### src/rtl/biset_master.sv
// BiSet bus master: one valid/ready register request -> single-cycle BiSet beat -> registered reply.
// Optional write readback check enabled by defining BISET_MASTER_RDBACK_EN.

package BiSet;
    typedef struct packed {
        logic        en;
        logic        we;
        logic [31:0] addr;
    } biSetCtrl;

    typedef logic [31:0] biSetData;
    typedef logic [31:0] biSetReply;

    function automatic biSetCtrl BiSetCtrlIdle();
        return '0;
    endfunction

    function automatic biSetCtrl BiSetCtrl(input logic [31:0] addr, input logic we);
        biSetCtrl c;
        c.en   = 1'b1;
        c.we   = we;
        c.addr = addr;
        return c;
    endfunction
endpackage

module biset_master #(
    parameter int ADDR_W = 8,
    parameter int CNT_W  = 16
) (
    input  logic              clk_i,
    input  logic              rst_i,
    input  logic              req_valid_i,
    output logic              req_ready_o,
    input  logic              req_we_i,
    input  logic [ADDR_W-1:0] req_addr_i,
    input  logic [31:0]       req_wdata_i,
    output logic              rsp_valid_o,
    input  logic              rsp_ready_i,
    output logic [31:0]       rsp_rdata_o,
    output logic              rsp_err_o,
    output logic [CNT_W-1:0]  txn_cnt_o,
    output BiSet::biSetCtrl   setCtrl_o,
    output BiSet::biSetData   setWrite_o,
    input  BiSet::biSetReply  setReply_i
);

    typedef enum logic [1:0] {
        IDLE,
        ISSUE,
        CAPTURE,
        RESP
    } state_t;

    state_t state_q, state_d;
    logic   accept;
    logic   rsp_hs;

    assign req_ready_o = (state_q == IDLE);
    assign rsp_valid_o = (state_q == RESP);
    assign accept      = (state_q == IDLE) && req_valid_i;
    assign rsp_hs      = (state_q == RESP) && rsp_ready_i;

    always_ff @(posedge clk_i or posedge rst_i) begin
        if (rst_i) begin
            state_q <= IDLE;
        end else begin
            state_q <= state_d;
        end
    end

    always_comb begin
        state_d = state_q;
        case (state_q)
            IDLE:    if (req_valid_i) state_d = ISSUE;
            ISSUE:   state_d = CAPTURE;
            CAPTURE: state_d = RESP;
            RESP:    if (rsp_ready_i) state_d = IDLE;
            default: state_d = IDLE;
        endcase
    end

    // The bus beat is registered at accept, so it is live exactly during ISSUE.
    always_ff @(posedge clk_i or posedge rst_i) begin
        if (rst_i) begin
            setCtrl_o   <= BiSet::BiSetCtrlIdle();
            setWrite_o  <= '0;
            rsp_rdata_o <= '0;
            txn_cnt_o   <= '0;
        end else begin
            setCtrl_o <= accept ? BiSet::BiSetCtrl(32'(req_addr_i), req_we_i)
                                : BiSet::BiSetCtrlIdle();
            if (accept) begin
                setWrite_o <= req_wdata_i;
            end
            if (state_q == CAPTURE) begin
                rsp_rdata_o <= setReply_i;
            end
            if (rsp_hs) begin
                txn_cnt_o <= txn_cnt_o + CNT_W'(1);
            end
        end
    end

`ifdef BISET_MASTER_RDBACK_EN
    logic we_q;
    logic err_q;
    logic err_seen;
    logic mismatch;

    assign mismatch  = we_q && (setReply_i != setWrite_o);
    assign rsp_err_o = err_q;

    always_ff @(posedge clk_i or posedge rst_i) begin
        if (rst_i) begin
            we_q     <= 1'b0;
            err_q    <= 1'b0;
            err_seen <= 1'b0;
        end else begin
            if (accept) begin
                we_q <= req_we_i;
            end
            if (state_q == CAPTURE) begin
                err_q <= mismatch;
                if (mismatch) begin
                    err_seen <= 1'b1;
                end
            end else if (rsp_hs) begin
                err_q <= 1'b0;
            end
        end
    end
`else
    assign rsp_err_o = 1'b0;
`endif

endmodule

### config.mk
export PLATFORM = sky130hd
export DESIGN_NAME = biset_master
export DESIGN_NICKNAME = d
export VERILOG_FILES = /design/src/rtl/biset_master.sv
export SDC_FILE = /design/constraint.sdc
export NUM_CORES = 1
export LEC_CHECK = 0
export ABC_AREA = 1
export CAP_MARGIN = 20
export CORE_MARGIN = 1
export CORE_UTILIZATION = 41
export CTS_BUF_LIST = sky130_fd_sc_hd__clkbuf_8
export DETAILED_ROUTE_END_ITERATION = 6
export PLACE_DENSITY = 0.83
export SLEW_MARGIN = 25
export SYNTH_ARGS = -nofsm -noshare
export SYNTH_HDL_FRONTEND = slang
export SYNTH_SLANG_ARGS = --single-unit
### constraint.sdc
create_clock -name clk_i -period 4.3 [get_ports clk_i]
set_input_delay 0.86 -clock clk_i [delete_from_list [all_inputs] [get_ports clk_i]]
set_output_delay 0.86 -clock clk_i [all_outputs]
set_load 0.02 [all_outputs]
==> impl_metrics.tcl <==
set metrics [dict create \
    status "complete, no violations" \
    rsz0062_at_grt "no" \
    cts.root.buffer_cell "clkbuf_8" \
    antenna_found_initial 0 \
    initial_core_util 0.421 \
    drc_errors 0 \
    p_leak_nw 2.80 \
    hp-class "reg -> reg" \
    grt_max_degree 43 \
    fin_nets 625 \
    core_area_sq_mm 0.00920 \
    rows 35 \
    netlist_area_sq_mm 0.00387 \
    post_cts_buffers 0 \
    hold_viol 0 \
    p_per_area_mw_per_mm2 674 \
    n_antenna_cell 0 \
    grt_pass1_vias 2989 \
    cts_buffer_depth 2 \
    slowest_stage "clkdlybuf4s50_1" \
    path_cells "inv_1 -> ha_1 -> clkdlybuf4s50_1" \
    io_pins 194 \
    ir_drop_v 0.000428 \
    yosysSeqAreaShare 0.594 \
    avgViaCountPerCell 4.51 \
    startpoint_type "flip-flop" \
    path_max_fanout 4 \
    drt_wl_total_mm 8.78 \
    synth-seq-cells 92 \
    clk_pin_slew_ns 0.08 \
    track_usage 0.186 \
    clk_latency_ns 0.35 \
    dieArea_sq_mm 0.00984 \
    vias 2970 \
    crit_required_ns 3.44 \
    finalCritPeriodShare 0.590 \
    skew_ns 0.00685 \
    synth_warnings 0 \
    holdPathStages 2 \
    ctsHoldBuffers 0 \
    io_buffers 168 \
    finalSetupViolations 0 \
    cts.sinks 92 \
    rr_worst_depth 7 \
    wl_per_cell_um 13.3 \
    grt_pass1_wl_mm 14.3 \
    gp_congestion 0.785 \
    slew-limit-headroom 0.380 \
    synth_cell_type_count 22 \
    final_common_cell "clkdlybuf4s50_1" \
    syn2layout_area_growth_pct 49.2 \
    arrival_ns 1.68 \
    dr.pass1.iters 4 \
    fin_tns_setup_ns 0 \
    netlist_instances 372 \
    dpl.hpwl_mm 6.60 \
    path_class "reg -> out" \
    ctsResizeCount 0 \
    period_needed_ns 2.54 \
    final_cell_mix "clkdlybuf4s50_1 (168), nand2_1 (122), dfrtp_1 (92), inv_1 (32), mux2_2 (32)" \
    finalMaxSlewViolations 0 \
    cts_tree "done" \
    maxCapViolations 0 \
    floorplan.die.height_um 99.2 \
    grt.overflow.total 0 \
    cpPeakStageDelay_ns 0.62 \
    clock.fmax_ghz 0.394 \
    h-tree-depth 3 \
    numCtsBuffers 9 \
    synth.avg_cell_area_sq_um 10.4 \
    antenna_left 0 \
    die_x_um 99.2 \
    tightest_slew_ns 0.929 \
    preCtsSetupSlack_ns 1.60 \
    setup_slack_ns 1.76 \
    initialDrtViolationCount 70 \
    drive_above_1_share 0.112 \
    end_kind "output port" \
]
[kinds of logic (layout without fill, tap and decap cells)]
logic type / after synthesis / in the layout / share of synthesized area
mux: 32 / 32 / 0.0930
simple gates: 156 / 156 / 0.167
compound gates: 6 / 6 / 0.00807
xor+xnor: 12 / 12 / 0.0271
fa+ha+maj: 5 / 5 / 0.0161
flops: 92 / 92 / 0.594
other cells: 1 / 25 / 0.000968
buf+inv: 68 / 219 / 0.0933
[power breakdown]
| part | switching, mW | total (mW) | leakage (nW) | internal (mW) |
|---|---|---|---|---|
| registers | 0.198 | 1.41 | 1.15 | 1.21 |
| logic | 0.949 | 1.88 | 1.55 | 0.931 |
| clock network | 0.289 | 0.609 | 0.106 | 0.320 |
| total | 1.44 | 3.90 | 2.80 | 2.46 |
[Yosys cell counts]
cell	count	area share
ha_1	5	0.016
conb_1	1	0.00097
buf_2	7	0.0090
nand2_2	1	0.0016
dfrtp_1	92	0.59
nor2_1	17	0.016
inv_1	32	0.031
nor2_2	3	0.0048
o22ai_1	1	0.0016
nand4_1	1	0.0016
mux2_2	32	0.093
nor2_4	2	0.0058
nand2_4	2	0.0058
nand2_1	122	0.12
buf_4	26	0.050
clkbuf_1	3	0.0029
xor2_1	8	0.018
xnor2_1	4	0.0090
o21ai_0	5	0.0065
nand3_1	5	0.0065
nand3_2	2	0.0052
nor3_1	1	0.0013
[state kept, by name (all words and copies together) (netlist names)]
register and cells:
state_q 2, setCtrl_o 10, setWrite_o 32, rsp_rdata_o 32, txn_cnt_o 16
[worst max-delay path, delay by kind of cell, from the launching register on]
kind       cells  cell delay [ns]
flops          1             0.39
buf+inv        2             0.74
fa+ha+maj      1             0.20
[final timing paths]
kind / start / end / slack, ns
worst max-delay path: state_q[0] / req_ready_o / 1.76
worst min-delay path: setWrite_o[27] / setWrite_o[27] / 0.49
worst max register to register: state_q[0] / setWrite_o[11] / 2.22
worst min register to register: setWrite_o[27] / setWrite_o[27] / 0.49
max in group asynchronous: rst_i / txn_cnt_o[1] / 2.83
min in group asynchronous: rst_i / rsp_rdata_o[2] / 0.72
[metrics by stage]
step,utilization,power [mW],area [sq um],instances,hold WS (ns)
2_1_floorplan,-,2.43,3970,396,0.571
3_3_place_gp,0.606,3.26,5580,643,0.466
3_5_place_dp,0.606,3.33,5580,643,0.468
4_1_cts,0.629,3.95,5780,658,0.489
5_1_grt,0.629,4.13,5780,658,0.508
6_report,0.629,3.90,5780,658,0.487
[cell type report]
| type | count | area [sq um] |
|---|---|---|
| Fill cell | 770 | 3420 |
| Sequential cell | 92 | 2300 |
| Timing Repair Buffer | 172 | 1710 |
| Multi-Input combinational cell | 236 | 1300 |
| Tap cell | 111 | 139 |
| Clock buffer | 9 | 124 |
| Inverter | 32 | 121 |
| Clock inverter | 6 | 81.3 |
[per-layer routing]
metal  part of all wire  vias to the layer above  wire, um  GRT usage
li1                   -                     1426         -          -
met1               0.40                     1402      3540      0.214
met2               0.50                      124      4350      0.314
met3              0.080                       18       702     0.0675
met4              0.021                        0       187     0.0792
met5                  0                        -         0          0
Note: power is estimated with default switching activity, not from simulation.
